`src/rtl/display_pattern_gen.sv`:
```
// display_pattern_gen: LED/segment pattern source for the HDMI display renderer.
// Keys are synchronized and debounced on animation ticks. Three LED animations
// (binary count, scanner, fill) and an 8-digit BCD run counter advance on each
// tick while running. All outputs are registered with one cycle of latency.
module display_pattern_gen #(
  parameter int TICK_DIV       = 740000,
  parameter int DEBOUNCE_TICKS = 2
) (
  input  logic        clk_video,
  input  logic        reset_n,
  input  logic        key_mode,
  input  logic        key_run,
  output logic [15:0] red_leds,
  output logic [15:0] green_leds,
  output logic [31:0] segments,
  output logic [1:0]  mode,
  output logic        running,
  output logic        tick
);

  localparam logic [23:0] PRESC_LAST = 24'(TICK_DIV - 1);
  localparam logic [3:0]  DEB_LAST   = 4'(DEBOUNCE_TICKS);

  localparam logic [1:0] MODE_BINARY  = 2'd0;
  localparam logic [1:0] MODE_SCANNER = 2'd1;
  localparam logic [1:0] MODE_FILL    = 2'd2;

  // Key index 0 = mode button, 1 = run button (both active-low)
  logic [1:0]      keys_raw;
  logic [1:0]      sync1_q, sync2_q;
  logic [1:0]      deb_q, deb_d;
  logic [1:0][3:0] stab_q, stab_d;
  logic [1:0]      press_q, press_d;

  logic [23:0] presc_q, presc_d;
  logic        tick_q, tick_d;

  logic [1:0]  mode_q, mode_d;
  logic        running_q, running_d;
  logic [15:0] cnt_q, cnt_d;
  logic [3:0]  pos_q, pos_d;
  logic        dir_q, dir_d;      // 0 = moving up, 1 = moving down
  logic [4:0]  lvl_q, lvl_d;
  logic [31:0] bcd_q, bcd_d;
  logic        step;

  logic [15:0] red_q, red_d;
  logic [15:0] green_q, green_d;
  logic [31:0] seg_q;

  assign keys_raw = {key_run, key_mode};
  assign step     = tick_q & running_q;

  // Increment an 8-digit packed BCD value; 99999999 rolls over to 0
  function automatic logic [31:0] bcd_inc(input logic [31:0] v);
    logic [31:0] r;
    logic        c;
    r = v;
    c = 1'b1;
    for (int i = 0; i < 8; i++) begin
      if (c) begin
        if (v[4*i +: 4] == 4'd9) begin
          r[4*i +: 4] = 4'd0;
        end else begin
          r[4*i +: 4] = v[4*i +: 4] + 4'd1;
          c = 1'b0;
        end
      end
    end
    return r;
  endfunction

  // Fill bar: lowest lvl bits set; level 16 lights every LED
  function automatic logic [15:0] fill_mask(input logic [4:0] lvl);
    logic [16:0] m;
    m = (17'd1 << lvl) - 17'd1;
    return m[15:0];
  endfunction

  // Prescaler wrap and registered tick aligned with count == TICK_DIV-1
  always_comb begin
    presc_d = (presc_q == PRESC_LAST) ? 24'd0 : presc_q + 24'd1;
    tick_d  = (presc_d == PRESC_LAST);
  end

  // Debouncer: a differing sample must persist DEB_LAST ticks to flip the state
  always_comb begin
    deb_d   = deb_q;
    stab_d  = stab_q;
    press_d = 2'b00;
    if (tick_q) begin
      for (int k = 0; k < 2; k++) begin
        if (sync2_q[k] != deb_q[k]) begin
          if (stab_q[k] + 4'd1 == DEB_LAST) begin
            deb_d[k]   = sync2_q[k];
            stab_d[k]  = 4'd0;
            press_d[k] = ~sync2_q[k];
          end else begin
            stab_d[k] = stab_q[k] + 4'd1;
          end
        end else begin
          stab_d[k] = 4'd0;
        end
      end
    end
  end

  // Run/mode control and pattern stepping; a mode press wins over a step
  always_comb begin
    mode_d    = mode_q;
    running_d = running_q ^ press_q[1];
    cnt_d     = cnt_q;
    pos_d     = pos_q;
    dir_d     = dir_q;
    lvl_d     = lvl_q;
    bcd_d     = step ? bcd_inc(bcd_q) : bcd_q;
    if (press_q[0]) begin
      case (mode_q)
        MODE_BINARY:  mode_d = MODE_SCANNER;
        MODE_SCANNER: mode_d = MODE_FILL;
        default:      mode_d = MODE_BINARY;
      endcase
      cnt_d = 16'd0;
      pos_d = 4'd0;
      dir_d = 1'b0;
      lvl_d = 5'd0;
    end else if (step) begin
      case (mode_q)
        MODE_BINARY: cnt_d = cnt_q + 16'd1;
        MODE_SCANNER: begin
          if (!dir_q) begin
            pos_d = pos_q + 4'd1;
            if (pos_q == 4'd14) dir_d = 1'b1;
          end else begin
            pos_d = pos_q - 4'd1;
            if (pos_q == 4'd1) dir_d = 1'b0;
          end
        end
        MODE_FILL: lvl_d = (lvl_q == 5'd16) ? 5'd0 : lvl_q + 5'd1;
        default: ;
      endcase
    end
  end

  // LED words derived from the current pattern state
  always_comb begin
    red_d   = cnt_q;
    green_d = ~cnt_q;
    case (mode_q)
      MODE_SCANNER: begin
        red_d   = 16'd1 << pos_q;
        green_d = 16'd1 << (4'd15 - pos_q);
      end
      MODE_FILL: begin
        red_d   = fill_mask(lvl_q);
        green_d = ~fill_mask(lvl_q);
      end
      default: ;
    endcase
  end

  // State and output registers; synchronizers restart in the released state
  always_ff @(posedge clk_video or negedge reset_n) begin
    if (!reset_n) begin
      presc_q   <= 24'd0;
      tick_q    <= 1'b0;
      sync1_q   <= 2'b11;
      sync2_q   <= 2'b11;
      deb_q     <= 2'b11;
      stab_q    <= '0;
      press_q   <= 2'b00;
      mode_q    <= MODE_BINARY;
      running_q <= 1'b1;
      cnt_q     <= 16'd0;
      pos_q     <= 4'd0;
      dir_q     <= 1'b0;
      lvl_q     <= 5'd0;
      bcd_q     <= 32'd0;
      red_q     <= 16'd0;
      green_q   <= 16'd0;
      seg_q     <= 32'd0;
    end else begin
      presc_q   <= presc_d;
      tick_q    <= tick_d;
      sync1_q   <= keys_raw;
      sync2_q   <= sync1_q;
      deb_q     <= deb_d;
      stab_q    <= stab_d;
      press_q   <= press_d;
      mode_q    <= mode_d;
      running_q <= running_d;
      cnt_q     <= cnt_d;
      pos_q     <= pos_d;
      dir_q     <= dir_d;
      lvl_q     <= lvl_d;
      bcd_q     <= bcd_d;
      red_q     <= red_d;
      green_q   <= green_d;
      seg_q     <= bcd_q;
    end
  end

  assign red_leds   = red_q;
  assign green_leds = green_q;
  assign segments   = seg_q;
  assign mode       = mode_q;
  assign running    = running_q;
  assign tick       = tick_q;

endmodule

```
`config.mk`:
```
export PLATFORM = sky130hd
export DESIGN_NAME = display_pattern_gen
export DESIGN_NICKNAME = d
export VERILOG_FILES = /design/src/rtl/display_pattern_gen.sv
export SDC_FILE = /design/constraint.sdc
export NUM_CORES = 1
export LEC_CHECK = 0
export CORE_UTILIZATION = 30
export DETAILED_ROUTE_END_ITERATION = 10
export GPL_TIMING_DRIVEN = 1
export SETUP_SLACK_MARGIN = 0.2
export SLEW_MARGIN = 20
export SYNTH_ARGS = -nofsm -noshare
export SYNTH_HDL_FRONTEND = slang
export SYNTH_SLANG_ARGS = --single-unit
```
`constraint.sdc`:
```
create_clock -name clk_video -period 3.7 [get_ports clk_video]
set_clock_uncertainty 0.1 [all_clocks]
set_input_delay 0.555 -clock clk_video [delete_from_list [all_inputs] [get_ports clk_video]]
set_output_delay 0.555 -clock clk_video [all_outputs]
set_load 0.01 [all_outputs]
```
Word level (Yosys, flattened, before mapping)
Index checks and enable logic that the tools add are counted.
{"block": "word_totals", "reg_bits": 166, "input_bits": 4}
{"block": "op_classes", "n_addsub": 17, "n_eq_ne": 19, "shift": 3, "n_mux": 51, "n_bitwise": 6, "reduce_logical": 17}
{"cell": "2-to-1 mux 4 bit", "count": 16}
{"cell": "one-hot mux 16 bit (2 select lines)", "count": 2}
{"cell": "equality test 24 x 20 -> 1 bit (second input constant)", "count": 2}
{"cell": "2-to-1 mux 16 bit", "count": 3}
{"cell": "adder 4 x 1 -> 4 bit (second input constant)", "count": 11}
{"cell": "equality test 4 bit (second input constant)", "count": 9}
{"cell": "inverter 16 bit", "count": 2}
{"cell": "left shift 1 x 4 -> 16 bit (first input constant)", "count": 2}
{"cell": "adder 24 x 1 -> 24 bit (second input constant)", "count": 1}
{"cell": "2-to-1 mux 24 bit", "count": 1}
{"cell": "2-to-1 mux 1 bit", "count": 23}
{"cell": "2-to-1 mux 5 bit", "count": 4}
{"cell": "AND reduction 2 bit", "count": 10}
{"cell": "adder 16 x 1 -> 16 bit (second input constant)", "count": 1}
{"cell": "left shift 1 x 5 -> 16 bit (first input constant)", "count": 1}
{"cell": "subtractor 16 x 1 -> 16 bit (second input constant)", "count": 1}
{"cell": "equality test 4 x 2 -> 1 bit (second input constant)", "count": 2}
{"cell": "nonzero test 2 bit", "count": 4}
{"cell": "AND reduction 3 bit", "count": 2}
{"cell": "adder 5 x 1 -> 5 bit (second input constant)", "count": 1}
{"cell": "equality test 5 bit (second input constant)", "count": 1}
{"cell": "equality test 4 x 1 -> 1 bit (second input constant)", "count": 1}
{"cell": "one-hot mux 2 bit (2 select lines)", "count": 1}
{"cell": "subtractor 4 x 1 -> 4 bit (second input constant)", "count": 1}
{"cell": "other kinds (9)", "count": 11}

Longest topological paths before layout
Gate-level depths: netlist of run 1.
{"block": "logic_depth", "depth_word": 9, "depth_mapped": 12}

Least setup slack after synthesis of run 1
Ideal clock, no wire load.
{"block": "synth_path", "path_kind": "reg-to-reg", "startpoint": "register lvl_q[0]", "endpoint": "register green_q[12], in the netlist green_leds[12]", "setup_ps": 118, "arrival_time_ps": 2383, "required_time_ps": 3482, "path_slack_ps": 1099, "path_stages_with_launch": 12, "period_less_slack_ps": 2601, "cell_sequence": "dfrtp_1 -> inv_1 -> ha_1 -> clkbuf_1 -> nor2b_1 -> nand2_1 -> ha_1 -> clkbuf_1 -> o221ai_1 -> nor2_1 -> o32a_1 -> a21o_1"}
{"block": "synth_between", "elab_chain_cells": 4}
{"item": "start, declared", "line": "43", "text": "logic [4:0] lvl_q, lvl_d;"}
{"item": "start signal, assigned", "line": "195", "text": "lvl_q <= lvl_d;"}
{"item": "left shift 1 x 5 -> 16 bit", "line": "76", "text": "m = (17'd1 << lvl) - 17'd1;"}
{"item": "subtractor 16 x 1 -> 16 bit", "line": "76"}
{"item": "inverter 16 bit", "line": "156", "text": "green_d = ~fill_mask(lvl_q);"}
{"item": "one-hot mux 16 bit (2 select lines)", "line": "149", "text": "case (mode_q)"}
{"item": "net green_d[12]", "line": "48", "text": "logic [15:0] green_q, green_d;"}
{"item": "end signal, assigned", "line": "198", "text": "green_q <= green_d;"}
{"item": "end, declared", "line": "48"}
The timed path passes the listed nets, and every way through them passes these cells.
A chain may end at the register's enable or synchronous reset.

Final worst setup path of run 1
{"block": "layout_path", "startpoint": "register lvl_q[2]", "endpoint": "register red_q[15], in the netlist red_leds[15]"}
{"block": "layout_between", "elab_chain_cells": 3}
{"item": "left shift 1 x 5 -> 16 bit", "line": "76"}
{"item": "subtractor 16 x 1 -> 16 bit", "line": "76"}
{"item": "one-hot mux 16 bit (2 select lines)", "line": "149"}
{"item": "net red_d[15]", "line": "47", "text": "logic [15:0] red_q, red_d;"}
{"item": "end signal, assigned", "line": "197", "text": "red_q <= red_d;"}
{"item": "end, declared", "line": "47"}
The timed path passes the listed nets, and every way through them passes these cells.

==> key figures, run 1 <==
Synth
  • Area contributors post-synth: dfrtp_1 (50%), xnor2_1 (4.4%), ha_1 (3.6%)
  • Mapped Area: 0.008003 sq mm
  • Synthesized flop and latch total: 166
  • Cells after synthesis: 788
  • Synth warn: 0
  • Primary FF master, synth: dfrtp_1
  • FFs w/ async S/R, synth: 100.0%
  • Syn Nets: 815
  • Number of synthesized flops with an enable pin: 0
  • Syn Area/Cell: 10.16 sq um
  • Synth area leader: dfrtp_1
  • Unique cell type count in the Yosys netlist: 71
  • Share of the synthesized area in the top cell type: 49.72%
  • Sequential area share after synthesis: 52.02%

Final layout
  • Layout cell share with drive strength beyond 1: 7.630%
  • # fillers: 2625
  • Fin util: 36.89%
  • Diode count: 0
  • Layout area overhead: 20.47%
  • Nets: 879

Worst setup path
  • Critical path fanouts, max: 16
  • R2r setup slk: 0.60 ns
  • Largest stage delay, worst path: 0.65 ns
  • Reg2reg start: lvl_q[2]
  • Worst EP arrival: 3.31 ns
  • Delay-heaviest family, CP: compound AO/OA/AOI/OAI gates
  • Setup crit start kind: flip-flop
  • Slowest CP cell: dfrtp_1
  • CP bufs+invs: 1
  • Register-to-Register Path Depth: 8
  • R2R Path End: red_leds[15]
  • Cells along the critical path: inv_1, ha_1, nor4_1, a21oi_1, o21ai_1, mux2i_1, a2111o_1, o311a_1
  • Kind of critical path: reg2reg
  • CP required: 3.90 ns
  • CP Capture Type: flip-flop

Die
  • Die width: 165.3 um
  • Die area: 0.02733 sq mm
  • Vert. Die Dim: 165.3 um
  • Rows: 59
  • Initial Utilization: 30.62%
  • IO Pins: 72
  • Core footprint: 0.02613 sq mm

Route
  • DR vias: 5890
  • Vias per cell: 4.908
  • Drt total wl: 17880 um
  • Routed Antenna Nets: 0
  • Post-DR wirelength/cell: 14.90 um
  • DRC viols: 13
  • Drt pass-1 iters: 7
  • DR iter-0 viols: 355

Outcome
  • Failing checks: DRC
  • Outcome: complete, but fails checks

Global routing
  • Largest net degree at the start of global routing: 88
  • First-pass GRT wire length: 29640 um
  • Vias in the first global route: 5601
  • Total track usage: 13.94%
  • Number of antenna violations at the first check in global routing: 0
  • Total grt overflow: 0

STA
  • Hold Violations, Final: 0
  • RSZ-0062 raised after global routing: no
  • Setup_tns: 0 ns
  • Setup-failing EPs final: 0
  • Final worst path period need: 3.103 ns
  • Slew at the pin closest to its max-slew limit: 0.8303 ns
  • Max Freq: 0.3223 GHz
  • Crit share post-route: 83.86%
  • Max-slew violations: 0
  • Max-slew headroom: 44.64%

CTS
  • Cts-stage hold buffer count: 0
  • Setup bufs post-CTS: 0
  • PostCTS Resize Cnt: 0
  • Max Root-Sink Buffers: 2
  • Skew-Pair Late Insertion Delay: 0.43 ns
  • Clk pin slew, worst setup/hold paths: 0.07 ns
  • Clk root buf: clkbuf_16
  • H-tree depth: 4
  • CTS tree: yes
  • Sink Count: 166
  • TritonCTS buffer count: 17

Power
  • Flop pwr share: 50.7%
  • Clock power share: 48.1%
  • Max IR drop VDD: 0.1803 mV
  • Logic pwr share: 1.2%
  • P_leak: 4.015 nW
  • Net switching power: 0.8219 mW
  • Sw Share: 22.91%
  • Pint: 2.766 mW
  • PD cells: 372.1 mW/mm^2

Placement
  • Port Buffer Count: 71
  • Post-DP HPWL: 12580 um
  • Gp weighted congestion: 0.9032

Job
  • Max-cap violations: 0

Worst hold path
  • Hold Crit Class: in2async
## final cells by class
| class | count | area [sq um] | share of cell area (%) |
|---|---|---|---|
| Sequential cell | 166 | 4163 | 43.18 |
| Timing Repair Buffer | 78 | 777.0 | 8.060 |
| Tap cell | 335 | 419.2 | 4.348 |
| Clock inverter | 15 | 148.9 | 1.544 |
| Inverter | 36 | 135.1 | 1.402 |
| Multi-Input combinational cell | 553 | 3572 | 37.05 |
| Clock buffer | 17 | 425.4 | 4.413 |
## power by group through the flow
stage	Clock [mW]	Sequential [mW]	Combinational (mW)
floorplan	0	1.85	0.00222
global placement	0	1.85	0.0464
detailed placement	0	1.85	0.0468
CTS	1.77	1.82	0.0470
global route	1.84	1.82	0.0523
finish	1.72	1.82	0.0429
## routing by layer
metal	global-route usage [%]	wire, um	up-vias
met5	0	0	-
li1	-	-	2888
met4	4.545	282	0
met1	19.07	8518	2864
met2	21.81	8355	119
met3	3.022	725	19
## worst max-delay path by stage
stage	startpoint	to	slack [ns]	cells after the start
6_report	lvl_q[2]	red_leds[15]	0.60	8
5_1_grt	lvl_q[2]	green_leds[15]	0.22	8
4_1_cts	lvl_q[2]	red_leds[15]	0.64	8
3_5_place_dp	lvl_q[2]	red_leds[15]	0.68	8
3_3_place_gp	lvl_q[2]	green_leds[15]	0.80	8
2_1_floorplan	lvl_q[0]	green_leds[12]	1.10	11
## registers in the layout (all words and copies together) (netlist names)
signal and count:
sync1_q 2, pos_q 4, tick 1, green_leds 16, press_q 2, dir_q 1, mode 2, sync2_q 2
deb_q 2, red_leds 16, segments 32, stab_q 8, lvl_q 5, bcd_q 32, presc_q 24, running 1
cnt_q 16
## cells in the mapped netlist, types with 4 or more instances
cell type and n:
a21o_1 4, a21oi_1 37, a22o_1 7, a31oi_1 11
and2_1 6, and3_1 11, clkbuf_1 27, dfrtp_1 159
dfstp_2 7, ha_1 23, inv_1 34, mux2_2 6
mux2i_1 14, nand2_1 66, nand2b_1 15, nand3_1 34
nand4_1 12, nor2_1 70, nor2b_1 16, nor3_1 14
nor3b_1 10, o21a_1 5, o21ai_0 45, o21bai_1 4
o22ai_1 6, or3_1 7, or4_1 5, xnor2_1 40
xor2_1 27
## layout by cell type (no fill, tap or decap), types with 14 or more instances in the layout
cell / synthesis / final
a21oi_1: 37 / 37
clkbuf_16: 0 / 17
clkdlybuf4s50_1: 0 / 70
dfrtp_1: 159 / 159
ha_1: 23 / 23
inv_1: 34 / 34
mux2i_1: 14 / 14
nand2_1: 66 / 66
nand2b_1: 15 / 15
nand3_1: 34 / 34
nor2_1: 70 / 70
nor2b_1: 16 / 16
nor3_1: 14 / 14
o21ai_0: 45 / 45
xnor2_1: 40 / 40
xor2_1: 27 / 27
## metrics by stage
| step | hold slack, ns | total power, mW | std cells | area, sq um | setup WS, ns |
|---|---|---|---|---|---|
| after global placement | 0.2472 | 1.900 | 1168 | 9066 | 0.8043 |
| final | 0.07651 | 3.588 | 1200 | 9641 | 0.5970 |
| after global routing | 0.1574 | 3.707 | 1200 | 9641 | 0.2242 |
| after CTS | 0.1231 | 3.639 | 1200 | 9641 | 0.6383 |
| after floorplan | 0.1594 | 1.856 | 788 | 8003 | 1.099 |
| after detailed placement | 0.2487 | 1.901 | 1168 | 9066 | 0.6756 |
## kinds of logic (layout without fill, tap and decap cells)
logic type	count (synthesis)	after routing	synth area share, %
buffers and inverters	69	146	3.346
AND/OR/NAND/NOR	289	289	18.87
flip-flops	166	166	52.02
adder cells (fa/ha/maj)	23	23	3.596
multiplexers	20	20	2.595
AO/OA/AOI/OAI	154	154	12.24
XOR/XNOR	67	67	7.333
No activity file was read; power rests on OpenSTA's default activity.
==> run 2, diff against run 1 <==
Clock period 3.7 ns to 3.08 ns, I/O delays scaled along.
==> key figures, run 2 (synthesis results as in run 1) <==
Outcome
  • Failing checks: DRC
  • Outcome: complete, but fails checks

Power
  • Max IR drop VDD: 0.3760 mV (+110%)
  • PnR Total Power: 4.455 mW (+24%)
  • PD cells: 456.2 mW/mm^2 (+23%)
  • P_leak: 4.085 nW (+1.8%)

Worst setup path
  • Critical path fanouts, max: 9 (-7)
  • CP required: 3.29 ns (-0.61 ns)
  • Cells along the critical path: ha_1, ha_1, nor2_1, o21a_1, o221ai_1, nor2_1, o32a_1, a21o_1
  • R2r setup slk: 0.34 ns (-0.26 ns)
  • CP Capture Type: flip-flop
  • Worst EP arrival: 2.95 ns (-0.36 ns)
  • Setup crit start kind: flip-flop
  • Slowest CP cell: o221ai_1
  • Kind of critical path: reg2reg
  • Delay-heaviest family, CP: compound AO/OA/AOI/OAI gates
  • CP bufs+invs: 0 (-1)
  • Largest stage delay, worst path: 0.54 ns (-0.11 ns)

Final layout
  • Layout area overhead: 22.03%
  • Fin util: 37.37% (+0.48 points)
  • Multi-input logic area: 0.003588 sq mm (+0.46%)
  • # fillers: 2616 (-0.34%)
  • Commonest non-fill, non-tap cell in the layout: dfrtp_1
  • Nets: 888 (+1.0%)
  • Layout cell share with drive strength beyond 1: 8.581% (+0.95 points)
  • Diode count: 0 (unchanged)
  • Commonest cells after routing, fill and taps aside: dfrtp_1 (159), nor2_1 (70), clkdlybuf4s50_1 (70), nand2_1 (66), o21ai_0 (45)
  • Seq. cell area: 0.004163 sq mm (unchanged)

STA
  • Setup_tns: 0 ns (unchanged)
  • Setup-failing EPs final: 0 (unchanged)
  • Crit share post-route: 89.04% (+5.2 points)
  • Hold Violations, Final: 0 (unchanged)
  • Slew at the pin closest to its max-slew limit: 0.6532 ns (-0.1772 ns)
  • RSZ-0062 raised after global routing: no
  • Max-slew violations: 0 (unchanged)
  • Max Freq: 0.3646 GHz (+13%)
  • Final worst path period need: 2.743 ns (-0.3604 ns)
  • Setup slack after layout: 0.3374 ns (-0.2596 ns)
  • Max-slew headroom: 56.46% (+12 points)

CTS
  • Sink Count: 166 (unchanged)
  • Skew-Pair Late Insertion Delay: 0.42 ns (about the same)
  • CTS tree: yes
  • Max Root-Sink Buffers: 2 (unchanged)
  • Clk root buf: clkbuf_16
  • TritonCTS buffer count: 17 (unchanged)
  • Setup bufs post-CTS: 0 (unchanged)
  • Clk pin slew, worst setup/hold paths: 0.07 ns (about the same)
  • H-tree depth: 4 (unchanged)

Global routing
  • First-pass GRT wire length: 29440 um (-0.67%)
  • Number of antenna violations at the first check in global routing: 0 (unchanged)
  • Vias in the first global route: 5695 (+1.7%)
  • Total grt overflow: 0 (unchanged)
  • Largest net degree at the start of global routing: 71 (-19%)
  • Total track usage: 13.86% (-0.083 points)

Job
  • Max-cap violations: 0 (unchanged)

Die
  • Core footprint: 0.02613 sq mm (unchanged)
  • Vert. Die Dim: 165.3 um (unchanged)
  • Die area: 0.02733 sq mm (unchanged)
  • Die width: 165.3 um (unchanged)
  • Rows: 59 (unchanged)
  • Initial Utilization: 30.62% (unchanged)
  • IO Pins: 72 (unchanged)

Route
  • Drt total wl: 17940 um (+0.32%)
  • Vias per cell: 4.850 (-1.2%)
  • DR vias: 5864 (-0.44%)
  • Routed Antenna Nets: 0 (unchanged)
  • Drt pass-1 iters: 8 (+1)
  • Post-DR wirelength/cell: 14.84 um (-0.43%)
  • DRC viols: 13 (unchanged)
  • DR iter-0 viols: 387 (+9.0%)

Placement
  • Place WS: 0.2951 ns (-0.3805 ns)
  • Gp weighted congestion: 0.9160 (+1.4%)
  • Port Buffer Count: 71 (unchanged)
  • Post-DP HPWL: 12660 um (+0.69%)

Worst hold path
  • Hold Crit Class: reg2reg
[run 2: changes by cell type in the layout (fill, tap and decap cells not counted), moves of 2 or more]
cell	previous run	this run
buf_4	6	14
nor4_1	3	1
nor4_2	0	2
clkinvlp_4	5	3
clkbuf_1	0	2
bufinv_16	1	3
[run 2: through the flow]
stage               std cells  hold slack (ns)  instance area [sq um]
detailed placement       1176           0.2472                   9126
global placement         1176           0.2472                   9126
global route             1209           0.2605                   9766
finish                   1209           0.2564                   9766
CTS                      1209           0.2576                   9749
floorplan                 788          0.06641                   8003
[run 2: final cells by class]
class                           count  area share, %
Clock buffer                       20          4.574
Clock inverter                     12          1.704
Inverter                           36          1.384
Multi-Input combinational cell    553          36.75
Sequential cell                   166          42.63
Tap cell                          335          4.292
Timing Repair Buffer               87          8.674
[run 2: repair_timing]
action | in CTS | in global routing
hold buffers | 1 | 0
hold endpoints to repair | 64 | 0
setup endpoints to repair | 0 | 6
gates resized for setup | 0 | 3
[run 2: routing by layer]
layer | vias to the layer above | track usage [%] | wire length, um
met1 | 2794 | 18.71 | 8603
met5 | - | 0 | 0
met4 | 0 | 5.868 | 403
met3 | 29 | 2.522 | 715
met2 | 143 | 21.74 | 8217
li1 | 2898 | - | -
[run 2: path summary, 6_finish.rpt]
check                           start              to  depth (start not counted)
max                          lvl_q[0]  green_leds[12]                          8
min                        sync1_q[1]      sync2_q[1]                          0
max reg2reg                  lvl_q[0]  green_leds[12]                          8
min reg2reg                sync1_q[1]      sync2_q[1]                          0
max in group asynchronous     reset_n        deb_q[0]                          3
min in group asynchronous     reset_n       bcd_q[17]                          2
[run 2: where the power goes]
part           switching (mW)  internal [mW]  leakage (nW)
clock                   0.900           1.31         0.291
sequential            0.00175           2.18          2.20
combinational          0.0441         0.0106          1.60
